==> config.mk <==
export PLATFORM = sky130hd
export DESIGN_NAME = key_encoder83_sync
export DESIGN_NICKNAME = d
export VERILOG_FILES = /design/src/rtl/key_enc_pkg.sv /design/src/rtl/sync_ff2.sv /design/src/rtl/key_encoder83_sync.sv
export SDC_FILE = /design/constraint.sdc
export NUM_CORES = 1
export LEC_CHECK = 0
export BUFFER_PORTS_ARGS = -buffer_cell sky130_fd_sc_hd__buf_2
export CORE_MARGIN = 2
export CORE_UTILIZATION = 60
export CTS_CLUSTER_SIZE = 20
export DETAILED_ROUTE_END_ITERATION = 7
export GPL_TIMING_DRIVEN = 0
export PLACE_DENSITY_LB_ADDON = 0.3
export SLEW_MARGIN = 0
export SYNTH_ARGS = -nofsm -noshare
export SYNTH_HDL_FRONTEND = slang
export SYNTH_HIERARCHICAL = 1
export SYNTH_SLANG_ARGS = --single-unit
==> constraint.sdc <==
create_clock -name clk -period 4.5 [get_ports clk]
set_input_delay 0.225 -clock clk [delete_from_list [all_inputs] [get_ports clk]]
set_output_delay 0.225 -clock clk [all_outputs]
set_load 0.02 [all_outputs]
==> src/rtl/key_enc_pkg.sv <==
// key_enc_pkg: shared state type, code width and line-encoding helpers
// for the registered 8-to-3 key encoder.
package key_enc_pkg;

    localparam int CODE_W = 3;

    typedef enum logic [1:0] {IDLE, DEBOUNCE, VALID, RELEASE} state_t;

    // Later iterations overwrite earlier ones, so the highest zero wins.
    function automatic logic [CODE_W-1:0] prio_enc(input logic [7:0] v);
        prio_enc = '0;
        for (int i = 0; i < 8; i++)
            if (!v[i]) prio_enc = CODE_W'(i);
    endfunction

    function automatic logic multi_zero(input logic [7:0] v);
        multi_zero = $countones(~v) > 1;
    endfunction

endpackage

==> src/rtl/sync_ff2.sv <==
// sync_ff2: two-flop synchronizer, resets to all ones (all lines released).
module sync_ff2 #(
    parameter int W = 8
) (
    input  logic         clk,
    input  logic         rst,
    input  logic [W-1:0] d,
    output logic [W-1:0] q
);

    logic [W-1:0] meta;

    always_ff @(posedge clk) begin
        if (rst) begin
            meta <= '1;
            q    <= '1;
        end else begin
            meta <= d;
            q    <= meta;
        end
    end

endmodule

==> src/rtl/key_encoder83_sync.sv <==
// key_encoder83_sync: debounced, registered 8-to-3 priority encoder for
// active-low key lines with a valid/ack handshake and release re-arming.
module key_encoder83_sync
    import key_enc_pkg::*;
#(
    parameter int DEBOUNCE_CYCLES = 4
) (
    input  logic              clk,
    input  logic              rst,
    input  logic              e_n,
    input  logic [7:0]        n_key,
    input  logic              ack,
    output logic [CODE_W-1:0] code,
    output logic              multi,
    output logic              valid
);

    logic [7:0]        ks;
    state_t            state, state_d;
    logic [7:0]        cnt, cnt_d;
    logic [CODE_W-1:0] cap_code, cap_d, code_d, cand;
    logic              multi_d, pressed, done;

    sync_ff2 #(.W(8)) u_sync (
        .clk (clk),
        .rst (rst),
        .d   (n_key),
        .q   (ks)
    );

    assign pressed = ~&ks;
    assign cand    = prio_enc(ks);
    assign done    = cnt == 8'(DEBOUNCE_CYCLES - 1);

    always_comb begin
        state_d = state;
        cnt_d   = cnt;
        cap_d   = cap_code;
        code_d  = code;
        multi_d = multi;
        case (state)
            IDLE:
                if (!e_n && pressed) begin
                    state_d = DEBOUNCE;
                    cap_d   = cand;
                    cnt_d   = '0;
                end
            DEBOUNCE:
                if (!pressed || cand != cap_code || e_n) state_d = IDLE;
                else if (done) begin
                    state_d = VALID;
                    code_d  = cap_code;
                    multi_d = multi_zero(ks);
                end else cnt_d = cnt + 8'd1;
            VALID:
                if (ack) begin
                    state_d = RELEASE;
                    cnt_d   = '0;
                end
            RELEASE:
                if (pressed) cnt_d = '0;
                else if (done) state_d = IDLE;
                else cnt_d = cnt + 8'd1;
            default: state_d = IDLE;
        endcase
    end

    always_ff @(posedge clk) begin
        if (rst) begin
            state    <= IDLE;
            cnt      <= '0;
            cap_code <= '0;
            code     <= '0;
            multi    <= 1'b0;
            valid    <= 1'b0;
        end else begin
            state    <= state_d;
            cnt      <= cnt_d;
            cap_code <= cap_d;
            code     <= code_d;
            multi    <= multi_d;
            valid    <= state_d == VALID;
        end
    end

endmodule

Word level (Yosys, flattened, before mapping)
Index checks and enable logic that the tools add are counted.

cells by class
  $add $sub $neg = 8
  multiply operators = 0
  div/mod/pow operators = 0
  order comparisons = 1
  equal/unequal tests = 9
  shift operators = 0
  multiplexer cells = 20
  bitwise operators = 2
  reduce and logical (&&, ||, !) cells = 10

operators with widths
  operator               count
  $mux W8                5
  $pmux W8 S4            1
  $mux W3                5
  $mux W2                7
  $add A1 B1 Y2          4
  $add A8 B1 Y8 const B  1
  $eq A8 B2 Y1 const B   1
  $not A8 Y8             1
  $pmux W2 S4            1
  $reduce_and A8 Y1      1
  $add A2 B2 Y3          2
  $eq A2 B2 Y1 const B   3
  $ne A2 B2 Y1 const B   3
  $reduce_and A3 Y1      2
  $add A3 B3 Y4          1
  $gt A4 B1 Y1 const B   1
  $ne A3 B3 Y1           1
  $eq A2 B1 Y1 const B   1
  $logic_not A1 Y1       2
  $logic_not A2 Y1       1
  $logic_or A1 B1 Y1     2
  $reduce_and A2 Y1      1
  $logic_and A1 B1 Y1    1
  $mux W1                1
  $not A1 Y1             1

storage, ports and cells
  flip-flop bits (word level) = 34
  bits in latches = 0
  memory bits (writable) = 0
  bits in read-only memories = 0
  output and inout bits = 5
  memories = 0

Depth between registers and ports, before layout
Gate-level depths: netlist (run 1).

  depth after elaboration = 13
  depth in mapped cells = 10
  depth with buffers taken out = 10

By module
The synthesis (run 1) kept the hierarchy.

modules (own cells, without submodules)
  module              times used  cells an instance  area an instance (um^2)  sequential area each (um^2)
  key_encoder83_sync  1           134                1,199.9                  360.3
  sync_ff2            1           33                 431.7                    320.3

Worst setup path after synthesis (run 1)
No wires, ideal clock.

  kind = reg2reg
  start = register u_sync.q[3]
  end = register multi
  arrival time = 2.791 ns
  data required time = 4.368 ns
  path slack = 1.577 ns
  cell stages (with the launch flop) = 9
  path buffers = 0
  clock period less this slack = 2.923 ns
  cell sequence = dfxtp_1 -> inv_1 -> fa_1 -> fa_1 -> fa_1 -> ha_1 -> fa_1 -> nor4b_2 -> nor3_1

on the way
  cells in the longest elaborated chain, start to end = 10

ends and longest elaborated chain
  element                                                 RTL line                  RTL
  start, declared                                         sync_ff2.sv:8             output logic [W-1:0] q
  start signal, assigned                                  sync_ff2.sv:19            q <= meta;
  branches (longest 10 deep; another with $add A3 B3 Y4)  n/a
  end signal, assigned                                    key_encoder83_sync.sv:81  multi <= multi_d;
  end, declared                                           key_encoder83_sync.sv:14  output logic multi,

Several ways; the timed one is not identified.
A chain may end at the register's enable or synchronous reset.

Worst setup path in the final report (run 1)
Same ends and word-level chain as after synthesis.

==> results.md, run 1 <==
* Outcome: completed
* Sequential cell area fraction in the yosys report at 41.72%
* ANT nets after route at 0
* Worst Path Arrival at around 3.3 ns
* Post-synthesis cell count at roughly 170
* Ys Warns at 6
* Wire per inst at around 14 um
* HPWL after DPL at 2247 um
* Worst-Skew Late Latency at 0.32 ns
* IO buf count at 16
* Netlist cell types at 46
* Final worst path period need at 3.071 ns
* Post-synth EDFFs at 0
* DIE HEIGHT at 56.15 um
* Syn Nets at about 190
* Final slew viol count at 0
* Max-Cap Viols at 0
* Most frequent cells in the layout: dfxtp_1, buf_2, or2_1, inv_1, a21oi_1
* Via count at approximately 1.3k
* Initial cell density of the core at 64.68%
* Syn-to-layout area delta at 10.35%
* Hold slack final at 0.08388 ns
* Hold Vio Cnt, Final at 0
* Design Power at around 620 uW
* Fill count at 201
* Crit Path Max Fanout at 4
* Post-CTS Setup Inserts at 0
* Setup TNS at 0 ns
* Crit end category: flip-flop
* Crit path required time at between 4 and 5 ns
* CTS H-tree depth at 2
* PD cells at 344.5 nW/um2
* Share of cells above drive strength 1 at 20.11%
* Layout Nets at 211
* Final period util at 68.24%
* Leak at between 0.7 and 0.8 nW
* Drt pass-1 iters at 4
* Primary FF master, synth: dfxtp_1
* Clock Path Buffers at 2
* Drt via density at 6.100
* Register area at 680.7 um2
* Multi-input gate area at 875.8 um2
* Peak Freq at 325.7 MHz
* Ys async rst share at 0%
* Worst-case clock skew at 0.01580 ns
* CTS tree: yes
* Die Footprint at 3152 um2
* Maximum vdd drop at 264.6 uV
* Number of global-route vias before repair at 1298
* Most common cell after layout, fill and taps aside: dfxtp_1
* # IOs at 17
* Setup Viol. Count Final at 0
* Fin cells at 219
* Dpl cells at 213
* Initial antenna violation count at 0
* First-pass GRT wire length at approximately 5400 um
* Largest net degree at the start of global routing at 11
* CP Class: flip-flop to flip-flop
* Clk sinks at 34
* Remaining global-route overflow at 0
* Floorplan core area at approximately 2500 um2
* Die Wd at 56.15 um
* Drc violations at 0
* CTS Root Cell: clkbuf_4
* Worst-path clk slew at roughly 0.090 ns
* DR iter-0 viols at 45
* Startpoint Class: flip-flop
* Yosys reg bits at 34
* GRT Total Usage at 21.48%
* Worst slew pin tran at 0.8671 ns
* Mapped Avg Cell Area at 9.770 um2
* Antenna Cells at 0
* Post-CTS sizing at 0
* Slew margin rel. at 41.66%
* Std cell rows at 18
* Hold crit path type: primary input to flip-flop
* Routed WL at 3045 um
* Gpl congestion at 0.8423
* Num CTS Buffers at 5
* CTS Hold Bufs at 0
* Syn Std Cell Area at ~1600 um2
* RSZ-0062 raised after global routing: no
critical path, stage by stage, from the launching register on:
cell and delay, ns:
dfxtp_1 0.39, inv_1 0.09, fa_1 0.46, fa_1 0.54, fa_1 0.42, ha_1 0.22, fa_1 0.39, o21ai_0 0.17
nor4b_2 0.21, nor3_1 0.06
per-stage QoR:
stage | area [um2] | utilization (%) | setup WS (ns)
after CTS | 1800 | 71.38 | 1.378
after global routing | 1800 | 71.38 | 1.240
after global placement | 1749 | 69.35 | 1.479
after floorplan | 1632 | - | 1.577
after detailed placement | 1749 | 69.35 | 1.409
final | 1800 | 71.38 | 1.429
synth_stat cells, types with 3 or more instances:
master / instances / area, um2
or3_1: 5 / 31.28
ha_1: 5 / 62.56
nand3_1: 7 / 35.03
a311oi_1: 7 / 61.31
a211oi_1: 4 / 30.03
dfxtp_1: 34 / 680.7
o21ai_0: 3 / 15.01
nor2_1: 7 / 26.28
a31oi_1: 6 / 37.54
nor3_1: 3 / 15.01
inv_1: 10 / 37.54
clkbuf_1: 3 / 11.26
or2_1: 16 / 100.1
o21ai_1: 3 / 15.01
a21oi_1: 9 / 45.04
and3_1: 5 / 31.28
fa_1: 4 / 80.08
nand2_1: 5 / 18.77
state kept, by name, indices dropped and copies added, names as in the netlist:
name and count:
cnt 8, u_sync/meta 8, u_sync/q 8, cap_code 3, code 3, state 2, multi 1, valid 1
final cells by class:
| type | count | area share (%) |
|---|---|---|
| clock buffers | 6 | 2.849 |
| repair buffers | 16 | 4.448 |
| flip-flops and latches | 34 | 37.80 |
| inverters | 11 | 2.293 |
| plain buffers | 6 | 1.876 |
| multi-input cells | 116 | 48.64 |
| well taps | 30 | 2.085 |
layer usage:
layer | share of wire, % | vias to the layer above | GRT usage (%)
li1 | - | 660 | -
met1 | 44 | 621 | 26.06
met2 | 48 | 51 | 35.63
met3 | 6.9 | 4 | 6.279
met4 | 0.66 | 0 | 8.503
met5 | 0 | - | 0
path summary, 6_finish.rpt:
kind	from	end	slack [ns]	depth (start not counted)
max	u_sync/q[3]$_SDFF_PP1_	multi$_SDFFE_PP0P_	1.43	9
min	n_key[6]	u_sync/meta[6]$_SDFF_PP1_	0.08	2
max reg2reg	u_sync/q[3]$_SDFF_PP1_	multi$_SDFFE_PP0P_	1.43	9
min reg2reg	u_sync/meta[1]$_SDFF_PP1_	u_sync/q[1]$_SDFF_PP1_	0.40	1
power breakdown:
part	internal, mW	switching, mW
clock	0.0703	0.0888
combinational	0.0517	0.0789
sequential	0.317	0.0134
cells by family after synthesis:
| kind of cell | count (synthesis) | synth area share, % |
|---|---|---|
| AO/OA/AOI/OAI | 43 | 20.71 |
| flip-flops | 34 | 41.72 |
| buffers and inverters | 17 | 4.601 |
| AND/OR/NAND/NOR | 63 | 23.70 |
| XOR/XNOR | 1 | 0.5369 |
| adder cells (fa/ha/maj) | 9 | 8.743 |
No activity file was read; power rests on OpenSTA's default activity.
==> run 2, diff against run 1 <==
--- a/config.mk
+++ b/config.mk
@@ -7,7 +7,7 @@
 export LEC_CHECK = 0
 export BUFFER_PORTS_ARGS = -buffer_cell sky130_fd_sc_hd__buf_2
 export CORE_MARGIN = 2
-export CORE_UTILIZATION = 60
+export CORE_UTILIZATION = 57
 export CTS_CLUSTER_SIZE = 20
 export DETAILED_ROUTE_END_ITERATION = 7
 export GPL_TIMING_DRIVEN = 0
==> constraint.sdc (replaced) <==
create_clock -name clk -period 3 [get_ports clk]
set_input_delay 0.15 -clock clk [delete_from_list [all_inputs] [get_ports clk]]
set_output_delay 0.15 -clock clk [all_outputs]
set_load 0.02 [all_outputs]
==> run 2 against run 1 <==
Against the previous run: non-clock buffer count is 9 higher; register-to-register slack worse by 1.3 ns; final area is 6.1% higher; total power is 56% higher; combinational power is 56% higher; die area is 4.9% higher; first-iteration DRC count is 62% higher; via count is 1.3% higher; flip-flop and latch count stayed put; hold slack better by 0.00069 ns; critical endpoint unchanged; highest routed layer unchanged.
==> results.md, run 2 (synthesis results as in run 1) <==
* Worst Hold Path EP: u_sync/meta[7]$_SDFF_PP1_
* Flop2flop setup slack at 0.09 ns (-1.34 ns)
* Reg-to-reg endpoint: multi$_SDFFE_PP0P_
* Met1 Track Usage GR at 24.82% (-1.2 points)
* Crit path required time at 3.21 ns (-1.49 ns)
* Pre-CTS setup slack at -0.06739 ns (-1.477 ns)
* Switch share at 30.48% (+1.3 points)
* CP Class: flip-flop to flip-flop
* Final period util at 96.93% (+29 points)
* CTS H-tree depth at 2 (unchanged)
* Met2 usage at 38.80% (+3.2 points)
* Worst Path Arrival at 3.12 ns (-0.15 ns)
* Via count at 1354 (+1.3%)
* Clock Path Buffers at 2 (unchanged)
* Psw at 295.8 uW (+63%)
* Reg2Reg Depth at 8 (-1)
* Die Footprint at 3306 um2 (+4.9%)
* Drt pass-1 iters at 4 (unchanged)
* Hold crit path type: primary input to flip-flop
* Worst-path clk slew at 0.11 ns (+0.02 ns)
* Hold Vio Cnt, Final at 0 (unchanged)
* Initial antenna violation count at 0 (unchanged)
* First-pass GRT wire length at 5713 um (+5.6%)
* ANT nets after route at 0 (unchanged)
* RSZ-0062 raised after global routing: yes
* Most common cell after layout, fill and taps aside: dfxtp_1
* # IOs at 17 (unchanged)
* Number of global-route vias before repair at 1393 (+7.3%)
* Routed WL at 3201 um (+5.1%)
* Startpoint Class: flip-flop
* Largest net degree at the start of global routing at 12 (+1)
* Final worst path period need at 2.908 ns (-0.1629 ns)
* Drc violations at 0 (unchanged)
* Hold Path Origin: rst
* Outcome: completed
* CTS tree: yes
* Logic pwr share at 21.1% (about the same)
* Leak at 0.7820 nW (+4.6%)
* Antenna Cells at 0 (unchanged)
* Syn-to-layout area delta at 17.10%
* Crit Path Max Fanout at 2 (-2)
* Share of cells above drive strength 1 at 23.50% (+3.4 points)
* Final worst slack at 0.09210 ns (-1.337 ns)
* Max-Cap Viols at 0 (unchanged)
* Largest registers: cnt (8), u_sync/meta (8), u_sync/q (8)
* Initial cell density of the core at 59.68% (-5.0 points)
* Final slew viol count at 0 (unchanged)
* Slew margin rel. at 44.73% (+3.1 points)
* Worst-case clock skew at 0.01027 ns (-0.005533 ns)
* Layout Nets at 220 (+4.3%)
* Reg power frac at 51.1% (-2.2 points)
* Num CTS Buffers at 5 (unchanged)
* Setup Viol. Count Final at 0 (unchanged)
* GRT Total Usage at 22.47% (+1.0 points)
* Met3 GRT Util at 6.803% (+0.52 points)
* Worst slew pin tran at 0.8215 ns (-0.04556 ns)
* Peak Freq at 343.9 MHz (+5.6%)
* PD cells at 507.8 nW/um2 (+47%)
* Wire per inst at 13.86 um (-0.34%)
* CTS Root Cell: clkbuf_4
* Die Wd at 57.50 um (+2.4%)
* Std cell rows at 19 (+1)
* Drt via density at 5.861 (-3.9%)
* Clk sinks at 34 (unchanged)
* Floorplan core area at 2734 um2 (+8.4%)
* Crit end category: flip-flop
* Maximum vdd drop at 440.0 uV (+66%)
* Hold Path Stages at 2 (unchanged)
* DR iter-0 viols at 73 (+62%)
* Most frequent cells in the layout: dfxtp_1, buf_2, or2_1, inv_1, a21oi_1
* Internal power at 674.4 uW (+54%)
* Worst-Skew Late Latency at 0.34 ns (+0.02 ns)
* Clock share of power at 27.8% (+2.2 points)
* IO buf count at 16 (unchanged)
* Setup TNS at 0 ns (unchanged)
* Remaining global-route overflow at 0 (unchanged)
* DIE HEIGHT at 57.50 um (+2.4%)
* GRT Max-Usage Layer: met2
* Gpl congestion at 0.8640 (+2.6%)
* HPWL after DPL at 2290 um (+1.9%)
* Reg2reg start: u_sync/q[0]$_SDFF_PP1_
-- run 2: layer usage --
| metal | routed length, um | up-vias |
|---|---|---|
| li1 | - | 683 |
| met1 | 1413 | 626 |
| met2 | 1556 | 40 |
| met3 | 180 | 5 |
| met4 | 50 | 0 |
| met5 | 0 | - |
-- run 2: worst max-delay path, stage by stage, from the launching register on --
cell	delay (ns)
dfxtp_2	0.35
inv_2	0.04
fa_1	0.54
fa_1	0.43
fa_1	0.53
ha_2	0.19
fa_2	0.43
nor4b_2	0.21
nor3_1	0.06
-- run 2: repair_timing --
item	in CTS	in global routing
pin swaps	1	1
hold buffers	8	0
setup endpoints to repair	1	1
hold endpoints to repair	8	0
gates resized for setup	4	3
setup buffers	1	0
-- run 2: worst max path at each step --
stage / start / to / slack, ns / cells past startpoint
final: u_sync/q[0]$_SDFF_PP1_ / multi$_SDFFE_PP0P_ / 0.09 / 8
after global routing: u_sync/q[0]$_SDFF_PP1_ / multi$_SDFFE_PP0P_ / -0.02 / 8
after CTS: u_sync/q[0]$_SDFF_PP1_ / multi$_SDFFE_PP0P_ / 0.01 / 9
after detailed placement: u_sync/q[3]$_SDFF_PP1_ / multi$_SDFFE_PP0P_ / -0.07 / 8
after global placement: u_sync/q[3]$_SDFF_PP1_ / multi$_SDFFE_PP0P_ / -0.03 / 9
after floorplan: u_sync/q[3]$_SDFF_PP1_ / multi$_SDFFE_PP0P_ / 0.08 / 8
-- run 2: metrics by stage --
step / instance area, um2 / power (mW) / util [%] / cells / hold slack [ns]
finish: 1911 / 0.9702 / 69.89 / 231 / 0.08457
global route: 1911 / 1.021 / 69.89 / 231 / 0.1168
CTS: 1908 / 0.9748 / 69.79 / 231 / 0.08403
detailed placement: 1750 / 0.6978 / 64.03 / 214 / 0.3306
global placement: 1750 / 0.6879 / 64.03 / 214 / 0.3260
floorplan: 1632 / 0.6532 / - / 167 / 0.2471
-- run 2: cell type report --
type	instances	area, um2
timing repair buffer	25	167.7
clock buffer	6	51.30
tap	31	38.79
fill	213	823.3
multi-input combinational	116	880.8
buffer	6	33.78
sequential	34	684.4
clock inverter	2	12.51
inverter	11	41.29
-- run 2: power groups by stage --
stage | Clock [mW] | Combinational, mW | Sequential [mW]
after global routing | 0.290 | 0.230 | 0.500
after CTS | 0.277 | 0.202 | 0.496
after detailed placement | 0 | 0.191 | 0.507
after floorplan | 0 | 0.151 | 0.502
final | 0.270 | 0.204 | 0.496
after global placement | 0 | 0.183 | 0.504
